[config.mk]
export PLATFORM = sky130hd
export DESIGN_NAME = addr_trans_pipe
export DESIGN_NICKNAME = d
export VERILOG_FILES = /design/src/rtl/addr_trans_pipe_pkg.sv /design/src/rtl/addr_trans_pipe_dmw_lookup.sv /design/src/rtl/addr_trans_pipe.sv
export SDC_FILE = /design/constraint.sdc
export NUM_CORES = 1
export LEC_CHECK = 0
export ABC_AREA = 1
export CAP_MARGIN = 20
export CORE_ASPECT_RATIO = 1.1
export CORE_MARGIN = 3
export CORE_UTILIZATION = 43
export CTS_CLUSTER_DIAMETER = 200
export DETAILED_ROUTE_END_ITERATION = 16
export PLACE_DENSITY_LB_ADDON = 0.08
export SETUP_SLACK_MARGIN = 0.02
export SYNTH_ARGS = -nofsm -noshare
export SYNTH_HDL_FRONTEND = slang
export SYNTH_HIERARCHICAL = 1
export SYNTH_SLANG_ARGS = --single-unit
export TNS_END_PERCENT = 50
[constraint.sdc]
create_clock -name clk -period 5.65 [get_ports clk]
set_clock_uncertainty 0.05 [all_clocks]
set_input_delay 1.13 -clock clk [delete_from_list [all_inputs] [get_ports clk]]
set_output_delay 1.13 -clock clk [all_outputs]
set_load 0.005 [all_outputs]
[src/rtl/addr_trans_pipe_pkg.sv]
// ---------------------------------------------------------------------------
// addr_trans_pipe_pkg
//   Shared definitions for the address translation pipeline:
//   - bit positions of the fields inside one 32-bit DMW CSR word
//   - memory-access-type (MAT) encodings
//   - the per-request translation result carried through the pipeline
// ---------------------------------------------------------------------------
package addr_trans_pipe_pkg;

    // DMW CSR field positions
    localparam int DMW_PLV0    = 0;
    localparam int DMW_PLV3    = 3;
    localparam int DMW_MAT_LO  = 4;
    localparam int DMW_MAT_HI  = 5;
    localparam int DMW_PSEG_LO = 25;
    localparam int DMW_PSEG_HI = 27;
    localparam int DMW_VSEG_LO = 29;
    localparam int DMW_VSEG_HI = 31;

    // Memory access types
    localparam logic [1:0] MAT_SUC = 2'b00;  // strongly-ordered uncached
    localparam logic [1:0] MAT_CC  = 2'b01;  // coherent cached

    typedef struct packed {
        logic [31:0] paddr;
        logic        uncached;
        logic        miss;
    } trans_res_t;

endpackage

[src/rtl/addr_trans_pipe_dmw_lookup.sv]
// ---------------------------------------------------------------------------
// dmw_lookup
//   Combinational single-channel translation: direct-address mode or a
//   search of the direct-mapped windows against the current privilege level.
//
//   Ports:
//     vaddr_i      [31:0]        virtual address
//     crmd_da_i                  CRMD.DA
//     crmd_pg_i                  CRMD.PG
//     crmd_plv_i   [1:0]         CRMD.PLV
//     crmd_datf_i  [1:0]         DA-mode MAT for fetch channels
//     crmd_datm_i  [1:0]         DA-mode MAT for data channels
//     dmw_i        [N_DMW*32-1:0] packed DMW CSRs, window 0 in the low word
//     res_o                      translation result {paddr, uncached, miss}
// ---------------------------------------------------------------------------
module dmw_lookup
    import addr_trans_pipe_pkg::*;
#(
    parameter int N_DMW    = 2,
    parameter bit IS_FETCH = 1'b0
) (
    input  logic [31:0]        vaddr_i,
    input  logic               crmd_da_i,
    input  logic               crmd_pg_i,
    input  logic [1:0]         crmd_plv_i,
    input  logic [1:0]         crmd_datf_i,
    input  logic [1:0]         crmd_datm_i,
    input  logic [N_DMW*32-1:0] dmw_i,
    output trans_res_t         res_o
);

    logic [31:0] win;
    logic [1:0]  mat;
    logic        hit;

    // Only some DMW bits are meaningful; fold the whole vector here so the
    // reserved bits are visibly consumed.
    logic unused_dmw;
    assign unused_dmw = ^dmw_i;

    always_comb begin
        // NOTE: every variable gets a default before any branch so no path
        // through this block can infer a latch.
        res_o.paddr    = vaddr_i;
        res_o.uncached = 1'b0;
        res_o.miss     = 1'b0;
        win            = '0;
        hit            = 1'b0;
        // A cached default makes "no window hit" report uncached=0.
        mat            = MAT_CC;

        if (crmd_da_i || !crmd_pg_i) begin
            mat = IS_FETCH ? crmd_datf_i : crmd_datm_i;
        end else begin
            // Walk from the highest window down so the lowest hitting
            // index is the last to write and therefore wins.
            for (int k = N_DMW - 1; k >= 0; k--) begin
                win = dmw_i[k*32 +: 32];
                if ((win[DMW_VSEG_HI:DMW_VSEG_LO] == vaddr_i[DMW_VSEG_HI:DMW_VSEG_LO]) &&
                    (((crmd_plv_i == 2'd0) && win[DMW_PLV0]) ||
                     ((crmd_plv_i == 2'd3) && win[DMW_PLV3]))) begin
                    hit         = 1'b1;
                    res_o.paddr = {win[DMW_PSEG_HI:DMW_PSEG_LO], vaddr_i[DMW_VSEG_LO-1:0]};
                    mat         = win[DMW_MAT_HI:DMW_MAT_LO];
                end
            end
            res_o.miss = !hit;
        end

        res_o.uncached = (mat == MAT_SUC);
    end

endmodule

[src/rtl/addr_trans_pipe.sv]
// ---------------------------------------------------------------------------
// addr_trans_pipe
//   Registered virtual-to-physical address translator with N_CH independent
//   channels, each a one-entry valid/ready stage (latency 1, throughput 1).
//   A window miss in mapped mode is flagged; the TLB resolves it downstream.
//
//   Optional feature macro: ADDR_TRANS_PIPE_MISS_CNT_EN
//     Adds output miss_cnt with a saturating 32-bit per-channel count of
//     accepted requests that missed every window (cleared only by reset).
//
//   Ports:
//     clk, reset (async, active high)
//     flush                      drops held results, blocks accepts
//     crmd_da/pg/plv/datf/datm   CRMD fields
//     dmw       [N_DMW*32-1:0]   packed DMW CSRs
//     in_vaddr  [N_CH*32-1:0]    request addresses, in_valid/in_ready
//     out_paddr [N_CH*32-1:0]    results with out_uncached/out_miss,
//                                out_valid/out_ready
//     miss_cnt  [N_CH*32-1:0]    (macro only) per-channel miss counters
// ---------------------------------------------------------------------------
module addr_trans_pipe
    import addr_trans_pipe_pkg::*;
#(
    parameter int              N_CH       = 2,
    parameter int              N_DMW      = 2,
    parameter logic [N_CH-1:0] FETCH_MASK = 2'b01
) (
    input  logic                clk,
    input  logic                reset,
    input  logic                flush,
    input  logic                crmd_da,
    input  logic                crmd_pg,
    input  logic [1:0]          crmd_plv,
    input  logic [1:0]          crmd_datf,
    input  logic [1:0]          crmd_datm,
    input  logic [N_DMW*32-1:0] dmw,
    input  logic [N_CH*32-1:0]  in_vaddr,
    input  logic [N_CH-1:0]     in_valid,
    output logic [N_CH-1:0]     in_ready,
    output logic [N_CH*32-1:0]  out_paddr,
    output logic [N_CH-1:0]     out_uncached,
    output logic [N_CH-1:0]     out_miss,
    output logic [N_CH-1:0]     out_valid,
    input  logic [N_CH-1:0]     out_ready
`ifdef ADDR_TRANS_PIPE_MISS_CNT_EN
    ,
    output logic [N_CH*32-1:0]  miss_cnt
`endif
);

    for (genvar i = 0; i < N_CH; i++) begin : g_ch
        trans_res_t lkp_res;
        trans_res_t res_q, res_d;
        logic       valid_q, valid_d;
        logic       accept;

        dmw_lookup #(
            .N_DMW    (N_DMW),
            .IS_FETCH (FETCH_MASK[i])
        ) u_lookup (
            .vaddr_i     (in_vaddr[i*32 +: 32]),
            .crmd_da_i   (crmd_da),
            .crmd_pg_i   (crmd_pg),
            .crmd_plv_i  (crmd_plv),
            .crmd_datf_i (crmd_datf),
            .crmd_datm_i (crmd_datm),
            .dmw_i       (dmw),
            .res_o       (lkp_res)
        );

        assign in_ready[i] = !flush && (!valid_q || out_ready[i]);
        assign accept      = in_valid[i] && in_ready[i];

        // CSRs are only sampled through lkp_res on accept, so a held
        // result is immune to later CSR writes.
        always_comb begin
            valid_d = valid_q;
            res_d   = res_q;
            if (flush) begin
                valid_d = 1'b0;
            end else if (accept) begin
                valid_d = 1'b1;
                res_d   = lkp_res;
            end else if (out_ready[i]) begin
                valid_d = 1'b0;
            end
        end

        // NOTE: clocked state uses non-blocking assignments so every
        // register samples pre-edge values regardless of evaluation order.
        always_ff @(posedge clk or posedge reset) begin
            if (reset) begin
                valid_q <= 1'b0;
                // NOTE: the result register is reset as well because it
                // drives the outputs directly and they must read zero.
                res_q   <= '0;
            end else begin
                valid_q <= valid_d;
                res_q   <= res_d;
            end
        end

        assign out_valid[i]          = valid_q;
        assign out_paddr[i*32 +: 32] = res_q.paddr;
        assign out_uncached[i]       = res_q.uncached;
        assign out_miss[i]           = res_q.miss;

`ifdef ADDR_TRANS_PIPE_MISS_CNT_EN
        logic [31:0] miss_cnt_q, miss_cnt_d;

        // Counted at accept, so a miss later dropped by flush still counts.
        always_comb begin
            miss_cnt_d = miss_cnt_q;
            if (accept && lkp_res.miss && (miss_cnt_q != 32'hFFFF_FFFF)) begin
                miss_cnt_d = miss_cnt_q + 32'd1;
            end
        end

        always_ff @(posedge clk or posedge reset) begin
            if (reset) begin
                miss_cnt_q <= '0;
            end else begin
                miss_cnt_q <= miss_cnt_d;
            end
        end

        assign miss_cnt[i*32 +: 32] = miss_cnt_q;
`endif
    end

endmodule

==> results of run 1 <==
-- kinds of logic after synthesis --
logic type             synth area share, %
AOI/OAI and AO/OA                     2.42
buffers and inverters                 19.2
DFF                                   42.3
and+or+nand+nor                       36.1
-- metal layers --
layer	GRT usage (%)	vias to the layer above	part of all wire, %	routed length, um
li1	-	1829	-	-
met1	27.3	1676	41	4510
met2	34.7	114	52	5680
met3	4.93	7	6.9	758
met4	5.85	0	0.65	72
met5	0	-	0	0
-- worst min-delay path by stage --
stage | slack (ns) | start | cells past startpoint | to
2_1_floorplan | 0.42 | out_miss[0] | 2 | out_miss[0]
3_3_place_gp | 0.40 | out_uncached[0] | 2 | out_uncached[0]
3_5_place_dp | 0.41 | out_paddr[1] | 2 | out_paddr[1]
4_1_cts | 0.43 | out_paddr[38] | 2 | out_paddr[38]
5_1_grt | 0.45 | out_paddr[31] | 2 | out_paddr[31]
6_report | 0.42 | out_paddr[38] | 2 | out_paddr[38]
-- flip-flops by register name, summed over array words and instances, names as in the netlist --
| signal | cells |
|---|---|
| g_ch.valid_q | 2 |
| out_uncached | 2 |
| out_miss | 2 |
| out_paddr | 64 |
-- per-stage QoR --
stage,cell area (sq um),utilization (%),cells,hold slack (ns)
6_report,5580,61.3,740,0.421
5_1_grt,5580,61.3,740,0.446
4_1_cts,5580,61.3,740,0.426
3_5_place_dp,5390,59.3,724,0.408
3_3_place_gp,5390,59.3,724,0.403
2_1_floorplan,4140,-,523,0.415
-- cell type report --
type / count / area share, %
sequential: 70 / 31.4
timing repair buffer: 174 / 31.1
multi-input combinational: 320 / 28.6
inverter: 46 / 3.10
tap: 114 / 2.56
clock buffer: 10 / 2.47
clock inverter: 6 / 0.830
-- where the power goes --
part / switching, mW / internal, mW
Sequential: 0.0380 / 0.571
Clock: 0.205 / 0.174
Combinational: 0.166 / 0.229
-- cells in the final DEF, fill, tap and decap left out, types with 4 or more instances in the layout --
| master | count |
|---|---|
| buf_4 | 4 |
| clkbuf_8 | 10 |
| inv_1 | 40 |
| or2_2 | 4 |
| dfrtp_1 | 70 |
| nand3_1 | 10 |
| nand2_2 | 6 |
| inv_2 | 6 |
| nand2_1 | 190 |
| nand4_1 | 76 |
| clkdlybuf4s50_1 | 170 |
| nor2_1 | 8 |
| o21ai_2 | 8 |
| nand2_4 | 6 |
| a21oi_1 | 4 |
-- critical path: stages --
cell	delay, ns
clkdlybuf4s50_1	0.52
a21oi_1	0.18
clkdlybuf4s50_1	0.52
==> results.cfg, run 1 <==
[floorplanning]
start_util_pct = 45.5
die_area_sq_um = 10800
die_h_um = 109
core-area_sq_um = 9100
row_count = 36
ios = 215
die_x_um = 99.5

[logic_synthesis]
ys_ff_latch = 70
synth_cell_types = 20
synth.most_common_cell = nand2_1
ys_warn_count = 6
netlist_area_sq_um = 4140
ys.flop_type = dfrtp_1
syn_avg_cell_area_sq_um = 7.91
ys_top_cells_by_count = 190 x nand2_1, 76 x nand4_1, 70 x dfrtp_1
seq_area_frac_synth_pct = 42.3
synth_area_leaders = dfrtp_1 42%, nand2_1 17%, buf_4 12%, nand4_1 11%, inv_1 3.7%
synth-edff-count = 0
synth_top_cell_area_share_pct = 42.3
synth_top_area_cell = dfrtp_1
synth_nets = 666
netlist_instances = 523
synthArstFlopShare_pct = 100

[setup_path]
r2r_slack_ns = 3.45
cp_max_fo = 5
endpoint = in_ready[1]
reg2reg_depth = 4
rr_startpoint = g_ch[0].valid_q
required_ns = 4.47
worstSetupPathType = in -> out
startpoint = flush
cp-start-kind = input port
r2r-end = out_paddr[29]
cp-end-kind = primary output
arrival_ns = 2.36

[detailed_routing]
drt_iter0_drc = 213
drc_errors = 0
vias_per_cell = 4.90
wirelength_um = 11000
final_antenna_net_count = 0
vias = 3626
post_drt_wl_per_cell_um = 14.9
drt_pre_antenna_iters = 4

[sta]
period_needed_ns = 3.54
hold_violations = 0
max_slew_margin_pct = 40.8
drv_slew = 0
rsz0062_at_grt = false
fin_tns_setup_ns = 0
period_share_pct = 62.6
setup_ws_ns = 2.11
setup_viol = 0
tightestPinTransition_ns = 0.888
fmax_ghz = 0.283

[grt]
antenna_found_initial = 0
grt_pass1_vias = 3533
grt_overflow = 0
grt_use_total_pct = 20.9
grt_pass1_wl_um = 18100
grt_max_degree = 71

[clocking]
clkSinkCount = 70
clk_latency_ns = 0.34
cts_buffer_depth = 2
root_buffer = clkbuf_8
hold_buffers = 0
cts_tree = yes
cts_setup_buffers = 0
cts_htree_levels = 3
numCtsBuffers = 9
cts_resized = 0
clkTransAtPathRegs_ns = 0.07

[min_path]
hold_class = reg -> reg

[power_and_ir_drop]
ir_worst_vdd_v = 0.000116
leakagePower_nw = 2.79
powerDensity_nw_per_um2 = 248
p_total_mw = 1.38

[final_layout]
drive_gt1_share_pct = 8.95
syn_to_final_growth_pct = 34.7
nets = 764
diodes = 0
fillers = 811
multiInputGateArea_sq_um = 1590
regArea_sq_um = 1750

[outcome]
status = finished clean

[placed_design]
dp_hpwl_um = 7760
place_ws_ns = 2.10
place.gp.congestion = 0.904
port_buffers = 170

[run]
max_cap_violations = 0
Power figures use the tool's default switching activity.
==> run 2: changes to the inputs <==
--- a/config.mk
+++ b/config.mk
@@ -9,7 +9,7 @@
 export CAP_MARGIN = 20
 export CORE_ASPECT_RATIO = 1.1
 export CORE_MARGIN = 3
-export CORE_UTILIZATION = 43
+export CORE_UTILIZATION = 36
 export CTS_CLUSTER_DIAMETER = 200
 export DETAILED_ROUTE_END_ITERATION = 16
 export PLACE_DENSITY_LB_ADDON = 0.08
==> constraint.sdc (replaced) <==
create_clock -name clk -period 3 [get_ports clk]
set_clock_uncertainty 0.05 [all_clocks]
set_input_delay 0.6 -clock clk [delete_from_list [all_inputs] [get_ports clk]]
set_output_delay 0.6 -clock clk [all_outputs]
set_load 0.005 [all_outputs]
==> run 2 against run 1 <==
Compared with the run above:
- wire length grew 1.9%
- first-iteration DRC count down 7.0%
- global-route usage is 3.6 points lower
- die area increased by 18%
- via count up 1.5%
- non-clock buffer count rose by 4
- largest cell class is now buffers
- worst hold slack got worse by 0.0053 ns
- core utilization decreased by 9.3 points
- register-to-register slack got worse by 2.0 ns
- clock power increased to 2.6 times the previous value
- count of clock-buffer cells in the layout is 1 higher
==> results.cfg, run 2 (same netlist as run 1, synthesis figures left out) <==
[outcome]
status = finished clean

[floorplanning]
die_x_um = 108
die_area_sq_um = 12800
start_util_pct = 37.4
core-area_sq_um = 11100
die_h_um = 118
row_count = 40
ios = 215

[min_path]
hold_class = reg -> reg

[final_layout]
syn_to_final_growth_pct = 39.0
nets = 768
instances_no_fill = 776
final_cell_mix = 190 x nand2_1, 170 x clkdlybuf4s50_1, 76 x nand4_1
final_cell_area_sq_um = 5750
final_core_util_pct = 52.0
final_common_cell = nand2_1
diodes = 0
largest_register_ffs = 64
drive_gt1_share_pct = 9.38

[power_and_ir_drop]
powerDensity_nw_per_um2 = 500
switching_share_pct = 26.7
p_int_mw = 2.11
leakagePower_nw = 2.86
p_total_mw = 2.88
p_seq_share_pct = 40.0
clkPwrFrac_pct = 34.1
p_switching_uw = 769
ir_worst_vdd_v = 0.000233
power_frac_comb_pct = 26.0

[setup_path]
crit_chain = clkdlybuf4s50_1 > a21oi_1 > clkdlybuf4s50_1
slowest_delay_ns = 0.57
critPathBufInv = 2
cp_max_fo = 5
cp-start-kind = input port
cp_slowest_cell = clkdlybuf4s50_1
path_delay_family = buffers and inverters
path_common_cell = clkdlybuf4s50_1
arrival_ns = 1.91
required_ns = 2.35
worstSetupPathType = in -> out
cp-end-kind = primary output

[clocking]
cts_setup_buffers = 0
cts_resized = 0
cts_buffer_depth = 2
hold_buffers = 0
clkTransAtPathRegs_ns = 0.05
cts_tree = yes
clkSinkCount = 70
cts_htree_levels = 3
clk_latency_ns = 0.32
root_buffer = clkbuf_16
numCtsBuffers = 9

[detailed_routing]
post_drt_wl_per_cell_um = 14.5
vias_per_cell = 4.74
wirelength_um = 11200
drt_iter0_drc = 198
vias = 3681
drt_pre_antenna_iters = 4
drc_errors = 0
final_antenna_net_count = 0

[grt]
grt_max_degree = 50
grt_pass1_vias = 3451
antenna_found_initial = 0
grt_overflow = 0
grt_use_total_pct = 17.2
grt_pass1_wl_um = 17500

[sta]
rsz0062_at_grt = false
setup_viol = 0
setup_ws_ns = 0.440
whs_ns = 0.416
drv_slew = 0
period_share_pct = 85.3
period_needed_ns = 2.56
tightestPinTransition_ns = 0.762
fmax_ghz = 0.391
max_slew_margin_pct = 49.1
hold_violations = 0
fin_tns_setup_ns = 0

[run]
max_cap_violations = 0

[placed_design]
dpl-instance-area_sq_um = 5480
dp_hpwl_um = 7970
place_ws_ns = 0.421
place.gp.congestion = 0.866
place_inst = 761
port_buffers = 170
run 2: cell types whose count changed in the layout (fill, tap and decap cells not counted), sizes merged:
cell,delta
buf,+4
clkbuf,+1
clkinvlp,-1
inv,-1
run 2: power by group through the flow:
stage	sequential (mW)	combinational (mW)	clock, mW
2_1_floorplan	1.17	0.321	0
3_3_place_gp	1.16	0.753	0
3_5_place_dp	1.17	0.758	0
4_1_cts	1.15	0.760	1.00
5_1_grt	1.17	0.823	1.04
6_report	1.15	0.747	0.981
run 2: final timing paths:
path | from | end | slack, ns | depth (start not counted)
hold / removal | out_paddr[62] | out_paddr[62] | 0.42 | 2
min in group asynchronous | reset | out_paddr[0] | 0.70 | 2
max in group asynchronous | reset | out_paddr[57] | 1.53 | 3
setup reg to reg | g_ch[1].valid_q | out_paddr[43] | 1.48 | 4
setup / recovery | flush | in_ready[0] | 0.44 | 3
hold reg to reg | out_paddr[62] | out_paddr[62] | 0.42 | 2
run 2: layout make-up:
type	count	area, sq um
Clock buffer	11	253
Clock inverter	4	22.5
Fill cell	1098	5310
Inverter	46	173
Multi-Input combinational cell	320	1590
Sequential cell	70	1750
Tap cell	147	184
Timing Repair Buffer	178	1770
run 2: per-layer routing:
layer | share of wire [%] | track usage, % | vias to the layer above
met3 | 6.2 | 4.10 | 10
met1 | 45 | 22.8 | 1716
met5 | 0 | 0 | -
met2 | 48 | 28.1 | 114
met4 | 1.0 | 4.74 | 0
li1 | - | - | 1841
run 2: worst min-delay path, cell delays in order, from the launching register on:
cell and delay (ns):
dfrtp_1 0.34, nand2_1 0.05, nand2_1 0.04
